[src/rtl/f_subtraction_seq.sv]
`default_nettype none
// +----------------------------------------------------------------------------+
// | f_subtraction_seq : multi-cycle IEEE-754 subtractor (OUT_SUB = A - B)      |
// | Optional macro F_SUB_ROUND_NEAREST_EN adds GRS bits and RNE rounding.      |
// | Revision: 1.0                                                              |
// +----------------------------------------------------------------------------+
module f_subtraction_seq #(
  parameter int EXP_W = 8,
  parameter int MAN_W = 23
) (
  input  logic                 CLK,
  input  logic                 RST,
  input  logic                 START,
  input  logic [EXP_W+MAN_W:0] A,
  input  logic [EXP_W+MAN_W:0] B,
  output logic                 BUSY,
  output logic                 DONE,
  output logic                 ZERO,
  output logic [EXP_W+MAN_W:0] OUT_SUB
);

`ifdef F_SUB_ROUND_NEAREST_EN
  localparam int GW = 3;
`else
  localparam int GW = 0;
`endif
  localparam int DW = EXP_W + MAN_W + 1;
  localparam int MW = MAN_W + 1 + GW;    // aligned mantissa: hidden + fraction + GRS
  localparam int SW = MW + 1;            // sum adds a carry bit on top
  localparam int H  = MAN_W + GW;        // hidden-bit index inside the sum
  localparam logic [EXP_W-1:0] EXP_ONES = {EXP_W{1'b1}};
  localparam logic [EXP_W-1:0] MAX_SH   = EXP_W'(MAN_W + 1);
  localparam logic [DW-1:0]    QNAN     = {1'b0, EXP_ONES, 1'b1, {(MAN_W-1){1'b0}}};

  typedef enum logic [2:0] {IDLE, ALIGN, ADD, NORM, PACK} state_t;
  state_t state_q, state_d;

  logic             a_sign_q, a_sign_d, b_sign_q, b_sign_d;
  logic [EXP_W-1:0] a_exp_q, a_exp_d, b_exp_q, b_exp_d;
  logic [MAN_W:0]   a_man_q, a_man_d, b_man_q, b_man_d;
  logic             nan_q, nan_d, eff_sub_q, eff_sub_d;
  logic             sign_q, sign_d;
  logic [EXP_W-1:0] exp_q, exp_d;
  logic [MW-1:0]    xm_q, xm_d, ym_q, ym_d;
  logic [SW-1:0]    man_q, man_d;
  logic [DW-1:0]    out_q, out_d;
  logic             done_q, done_d, zero_q, zero_d;

  logic             swap, x_sign;
  logic [EXP_W-1:0] x_exp, y_exp, shamt;
  logic [MAN_W:0]   x_man, y_man;
  logic [MW-1:0]    y_ext, y_al;
  logic [EXP_W-1:0] pack_exp;
  logic [MAN_W-1:0] pack_frac;
  logic [DW-1:0]    pack_res;
`ifdef F_SUB_ROUND_NEAREST_EN
  logic [MW-1:0]    lost;
  logic             round_up;
  logic [MAN_W:0]   rnd;
`endif

  // Alignment: larger magnitude becomes X; ties keep A.
  always_comb begin
    swap   = {b_exp_q, b_man_q} > {a_exp_q, a_man_q};
    x_sign = swap ? b_sign_q : a_sign_q;
    x_exp  = swap ? b_exp_q  : a_exp_q;
    x_man  = swap ? b_man_q  : a_man_q;
    y_exp  = swap ? a_exp_q  : b_exp_q;
    y_man  = swap ? a_man_q  : b_man_q;
    shamt  = x_exp - y_exp;
    y_ext  = MW'(y_man) << GW;
    y_al   = (shamt > MAX_SH) ? '0 : (y_ext >> shamt);
`ifdef F_SUB_ROUND_NEAREST_EN
    lost   = y_ext & ((MW'(1) << shamt) - MW'(1));
    y_al[0] = (shamt > MAX_SH) ? (|y_man) : (y_al[0] | (|lost));
`endif
  end

  always_comb begin
    pack_exp  = exp_q;
    pack_frac = man_q[H-1:GW];
`ifdef F_SUB_ROUND_NEAREST_EN
    round_up = man_q[GW-1] & (man_q[GW-2] | man_q[GW-3] | man_q[GW]);
    rnd      = {1'b0, man_q[H-1:GW]} + (MAN_W+1)'(round_up);
    if (exp_q != EXP_ONES) begin
      pack_frac = rnd[MAN_W-1:0];
      if (rnd[MAN_W]) pack_exp = exp_q + EXP_W'(1);
    end
`endif
    if (nan_q)                    pack_res = QNAN;
    else if (pack_exp == EXP_ONES) pack_res = {sign_q, EXP_ONES, {MAN_W{1'b0}}};
    else                          pack_res = {sign_q, pack_exp, pack_frac};
  end

  always_comb begin
    state_d   = state_q;
    a_sign_d  = a_sign_q;  a_exp_d = a_exp_q;  a_man_d = a_man_q;
    b_sign_d  = b_sign_q;  b_exp_d = b_exp_q;  b_man_d = b_man_q;
    nan_d     = nan_q;     eff_sub_d = eff_sub_q;
    sign_d    = sign_q;    exp_d   = exp_q;
    xm_d      = xm_q;      ym_d    = ym_q;     man_d = man_q;
    out_d     = out_q;     zero_d  = zero_q;   done_d = 1'b0;
    case (state_q)
      IDLE: if (START) begin
        a_sign_d = A[DW-1];
        a_exp_d  = A[DW-2:MAN_W];
        a_man_d  = (A[DW-2:MAN_W] == '0) ? '0 : {1'b1, A[MAN_W-1:0]};
        b_sign_d = ~B[DW-1];
        b_exp_d  = B[DW-2:MAN_W];
        b_man_d  = (B[DW-2:MAN_W] == '0) ? '0 : {1'b1, B[MAN_W-1:0]};
        nan_d    = (A[DW-2:MAN_W] == EXP_ONES) | (B[DW-2:MAN_W] == EXP_ONES);
        state_d  = ALIGN;
      end
      ALIGN: begin
        sign_d    = x_sign;
        exp_d     = x_exp;
        xm_d      = MW'(x_man) << GW;
        ym_d      = y_al;
        eff_sub_d = a_sign_q ^ b_sign_q;
        state_d   = ADD;
      end
      ADD: begin
        man_d   = eff_sub_q ? ({1'b0, xm_q} - {1'b0, ym_q}) : ({1'b0, xm_q} + {1'b0, ym_q});
        state_d = NORM;
      end
      NORM: begin
        state_d = PACK;
        if (nan_q) begin
          state_d = PACK;
        end else if (man_q[SW-1]) begin
          man_d = man_q >> 1;
`ifdef F_SUB_ROUND_NEAREST_EN
          man_d[0] = man_q[1] | man_q[0];
`endif
          exp_d = exp_q + EXP_W'(1);
        end else if (man_q == '0) begin
          sign_d = 1'b0;
          exp_d  = '0;
        end else if (!man_q[H] && (exp_q > EXP_W'(1))) begin
          man_d   = man_q << 1;
          exp_d   = exp_q - EXP_W'(1);
          state_d = NORM;
        end else if (!man_q[H]) begin
          // Would need a denormal: flush to +0.
          sign_d = 1'b0;
          exp_d  = '0;
          man_d  = '0;
        end
      end
      PACK: begin
        out_d   = pack_res;
        zero_d  = (pack_res[DW-2:0] == '0);
        done_d  = 1'b1;
        state_d = IDLE;
      end
      default: state_d = IDLE;
    endcase
  end

  always_ff @(posedge CLK or negedge RST) begin
    if (!RST) state_q <= IDLE;
    else      state_q <= state_d;
  end

  always_ff @(posedge CLK or negedge RST) begin
    if (!RST) begin
      a_sign_q <= 1'b0; a_exp_q <= '0; a_man_q <= '0;
      b_sign_q <= 1'b0; b_exp_q <= '0; b_man_q <= '0;
      nan_q    <= 1'b0; eff_sub_q <= 1'b0;
      sign_q   <= 1'b0; exp_q <= '0;
      xm_q     <= '0;   ym_q  <= '0;  man_q <= '0;
      out_q    <= '0;   zero_q <= 1'b0; done_q <= 1'b0;
    end else begin
      a_sign_q <= a_sign_d; a_exp_q <= a_exp_d; a_man_q <= a_man_d;
      b_sign_q <= b_sign_d; b_exp_q <= b_exp_d; b_man_q <= b_man_d;
      nan_q    <= nan_d;    eff_sub_q <= eff_sub_d;
      sign_q   <= sign_d;   exp_q <= exp_d;
      xm_q     <= xm_d;     ym_q  <= ym_d;  man_q <= man_d;
      out_q    <= out_d;    zero_q <= zero_d; done_q <= done_d;
    end
  end

  assign BUSY    = (state_q != IDLE);
  assign DONE    = done_q;
  assign ZERO    = zero_q;
  assign OUT_SUB = out_q;

endmodule
`default_nettype wire
[config.mk]
export PLATFORM = sky130hd
export DESIGN_NAME = f_subtraction_seq
export DESIGN_NICKNAME = d
export VERILOG_FILES = /design/src/rtl/f_subtraction_seq.sv
export SDC_FILE = /design/constraint.sdc
export NUM_CORES = 1
export LEC_CHECK = 0
export CAP_MARGIN = 0
export CORE_ASPECT_RATIO = 0.75
export CORE_MARGIN = 2
export CORE_UTILIZATION = 25
export CTS_CLUSTER_SIZE = 8
export DETAILED_ROUTE_END_ITERATION = 7
export GPL_TIMING_DRIVEN = 0
export HOLD_SLACK_MARGIN = 0.15
export MAX_ROUTING_LAYER = met4
export SYNTH_ARGS = -nofsm -noshare
export SYNTH_HDL_FRONTEND = slang
export SYNTH_SLANG_ARGS = --single-unit
[constraint.sdc]
create_clock -name CLK -period 5.71 [get_ports CLK]
set_input_delay 1.713 -clock CLK [delete_from_list [all_inputs] [get_ports CLK]]
set_output_delay 1.713 -clock CLK [all_outputs]
set_load 0.02 [all_outputs]
==> summary.txt <==
Status
  • Status: finished, final reports clean

Logic synthesis
  • Most common cell in the synthesized netlist: dfrtp_1
  • Share of the synthesized area in the top cell type: approximately two fifths
  • Unique masters post-synth: 66
  • Most instantiated cells after synthesis: dfrtp_1 (187), nand2_1 (130), a21oi_1 (103)
  • YS warnings: 0
  • Sequential fraction of the synthesis area: about two fifths
  • #FFs+latches synth: 187
  • Asr flop ratio synth: 100%
  • Syn Inst Count: 1327
  • EDFF count, synth: 0
  • Post-synth top area cell: dfrtp_1
  • Average cell area after synthesis: about 9 um2
  • Synth area leaders: dfrtp_1 (38%), mux2i_1 (8.1%), ha_1 (6.2%)
  • Mapped cell area: 12300 um2
  • Top FF cell, synth: dfrtp_1
  • Syn_nets: 1456

Setup path
  • Startpoint types: flop
  • Critical path arrival: 5640 ps
  • Peak fanout along the critical path: 28
  • Crit path kind: reg -> reg
  • Cell breakdown of the critical path: inv_1 > ha_1 > buf_2 > nand3_1 > nor3_4 > o221ai_1 > a21oi_4 > nor2_4 > buf_6 > buf_4 > mux2i_1 > ha_1 > inv_1 > nand3_1 > a211o_1 > nand3_1 > clkbuf_1 > mux2i_1 > o22ai_1 > inv_1 > o32ai_1
  • R2r setup slk: between 400 and 500 ps
  • Kind of end point of the critical path: flop
  • Crit path from: a_exp_q[4]
  • Slowest cell on crit path: clkbuf_1
  • CP max stage delay: 520 ps
  • Worst r2r src: a_exp_q[4]
  • Data required, critical path: just over 6000 ps

Placed design
  • Gp weighted congestion: 0.892
  • Port Buffer Count: 101
  • Place WS: -644 ps
  • HPWL Detailed: 30.9 mm
  • Inst Count DP: 2077
  • Placed cell areas: 14100 um2

STA
  • Worst slew pin tran: 1180 ps
  • Period minus WS final: 5290 ps
  • Setup violations, final: 0
  • Final setup margin: 420 ps
  • Final Max Slew Viols: 0
  • Maximum clock frequency: around 0.19 GHz
  • Final Skew: 14.6 ps
  • Final Cycle Share: 92.6%
  • RSZ-0062 raised after global routing: no
  • Rel. slew slack: 21.4%
  • Final Hold Fails: 0

Die
  • Core Area: 48600 um2
  • Ports: 102
  • DIE AREA: between 50000 and 60000 um2
  • # rows: 70
  • Die X: 260 um
  • Die height: 196 um
  • Initial Util: 25.2%

Route
  • Routed vias: 10.8k
  • Via/cell ratio: 5.13
  • Antenna viol nets, final: 0
  • # DRC: 0
  • Iter 0 DRT Violations: 825
  • Post-Route WL: 38.9 mm
  • Wirelength per Cell: 18.4 um
  • Pre-antenna DRT Iters: 5

Clock network
  • Clk sinks: 187
  • Num CTS Buffers: 17
  • Clock transition at the registers of the reported paths: approximately 80 ps
  • Clock Root Buffer: clkbuf_16
  • Skew-Pair Late Insertion Delay: 470 ps
  • CTS HTree Levels: 4
  • CTS tree: done
  • CTS Buffer Depth: 2
  • Hold buffer count at cts: 0

Cells and area
  • Layout cells sized above 1: 6.72%
  • Post-route cell area: 14700 um2
  • Final nets: 1576
  • Finished Core Util: 30.3%
  • Antenna Cells: 0
  • Area of the multi-input gates: roughly 7000 um2
  • Synthesis-to-layout area growth: 20.0%
  • Fill count: slightly above 5k
  • Seq. cell area: 4680 um2
  • Final Non-Filler Cells: 2107

Global route
  • First-pass GRT wire length: 61.0 mm
  • Largest net degree at the start of global routing: 98
  • Grt peak-use layer: met2
  • GR Util met3: under 10%
  • GR Overflow Total: 0
  • Grt met1 use: 22.1%
  • Number of global-route vias before repair: 10.5k
  • Met2 Use GR: between 20% and 30%
  • Overall routing resource usage: 15.9%
  • Initial antenna violation count: 0

Hold path
  • Worst hold-check path type: reg -> reg
  • Hold path startpoint: OUT_SUB[28]

Job
  • Max-Cap Viols: 0
==> cell type report <==
cell class | count | area share, %
Sequential cell | 187 | 31.8
Clock buffer | 18 | 2.98
Tap cell | 648 | 5.51
Multi-Input combinational cell | 989 | 47.7
Timing Repair Buffer | 103 | 7.14
Clock inverter | 13 | 0.825
Buffer | 81 | 2.31
Inverter | 68 | 1.73
==> final timing paths <==
| check | to | depth (start not counted) |
|---|---|---|
| max in group asynchronous | b_man_q[9] | 2 |
| max reg2reg | ym_q[18] | 21 |
| min | OUT_SUB[28] | 2 |
| min in group asynchronous | OUT_SUB[4] | 1 |
| max | ym_q[18] | 21 |
| min reg2reg | OUT_SUB[28] | 2 |
==> sequential cells by signal, summed over array words and instances (netlist names) <==
register	cells
a_sign_q	1
eff_sub_q	1
ym_q	24
b_sign_q	1
a_man_q	24
man_q	25
state_q	3
exp_q	8
sign_q	1
xm_q	24
OUT_SUB	32
DONE	1
nan_q	1
b_exp_q	8
ZERO	1
b_man_q	24
a_exp_q	8
==> layer usage <==
layer,share of wire (%),vias up
met1,48,5317
met4,2.4,0
met2,43,343
met5,0,-
met3,6.6,57
li1,-,5102
==> critical path: cells and delay by family (launching register included) <==
| kind | cells | cell delay (ps) |
|---|---|---|
| AOI/OAI and AO/OA | 5 | 1530 |
| and+or+nand+nor | 5 | 850 |
| DFF | 1 | 440 |
| adders and majority gates | 2 | 520 |
| buffers and inverters | 7 | 1470 |
| muxes | 2 | 360 |
==> metrics by stage <==
| stage | TNS [ps] | hold WS [ps] |
|---|---|---|
| floorplan | 0 | 450 |
| global placement | -923730 | 463 |
| detailed placement | -11290 | 461 |
| CTS | 0 | 480 |
| global route | 0 | 518 |
| finish | 0 | 474 |
==> logic make-up (layout without fill, tap and decap cells) <==
group,after synthesis,in the layout,synth area share [%]
xor+xnor,53,53,3.78
flops,187,187,38.1
compound gates,377,377,20.6
buf+inv,151,283,4.88
fa+ha+maj,62,62,6.38
simple gates,364,364,13.8
mux,133,133,12.3
==> layout by cell type (no fill, tap or decap), types with 5 or more instances in the layout <==
cell,synthesis,layout
dfrtp_1,187,187
nand2_1,130,130
a21oi_1,103,103
clkdlybuf4s50_1,0,100
mux2i_1,99,99
o21ai_0,92,92
nor2_1,87,87
a22o_1,72,72
inv_1,66,66
clkbuf_1,63,62
ha_1,61,61
xnor2_1,43,43
nor3_1,30,28
and3_1,27,27
nand3_1,26,26
mux2_2,21,21
clkbuf_16,0,17
nor4_1,16,16
a21o_1,15,15
a211oi_1,12,12
mux4_2,12,12
xor2_1,10,10
or3_1,9,9
nor2b_1,9,9
buf_2,12,9
a32o_1,9,9
o221ai_1,8,8
nand4_1,8,8
o211ai_1,8,8
a31oi_1,8,7
nor3b_1,6,6
o21bai_1,6,6
a221oi_1,6,6
and2_1,5,5
inv_8,0,5
==> repair_timing <==
item                                    4_1_cts  5_1_grt
pin swaps                                     1        3
endpoints found under the setup margin       24       24
setup buffers                                 0        1
gates resized for setup                       6        2
gates cloned                                  0        0
Power is not shown: default switching activity piles up to over one toggle a cycle in this logic, so the estimate is an artifact.
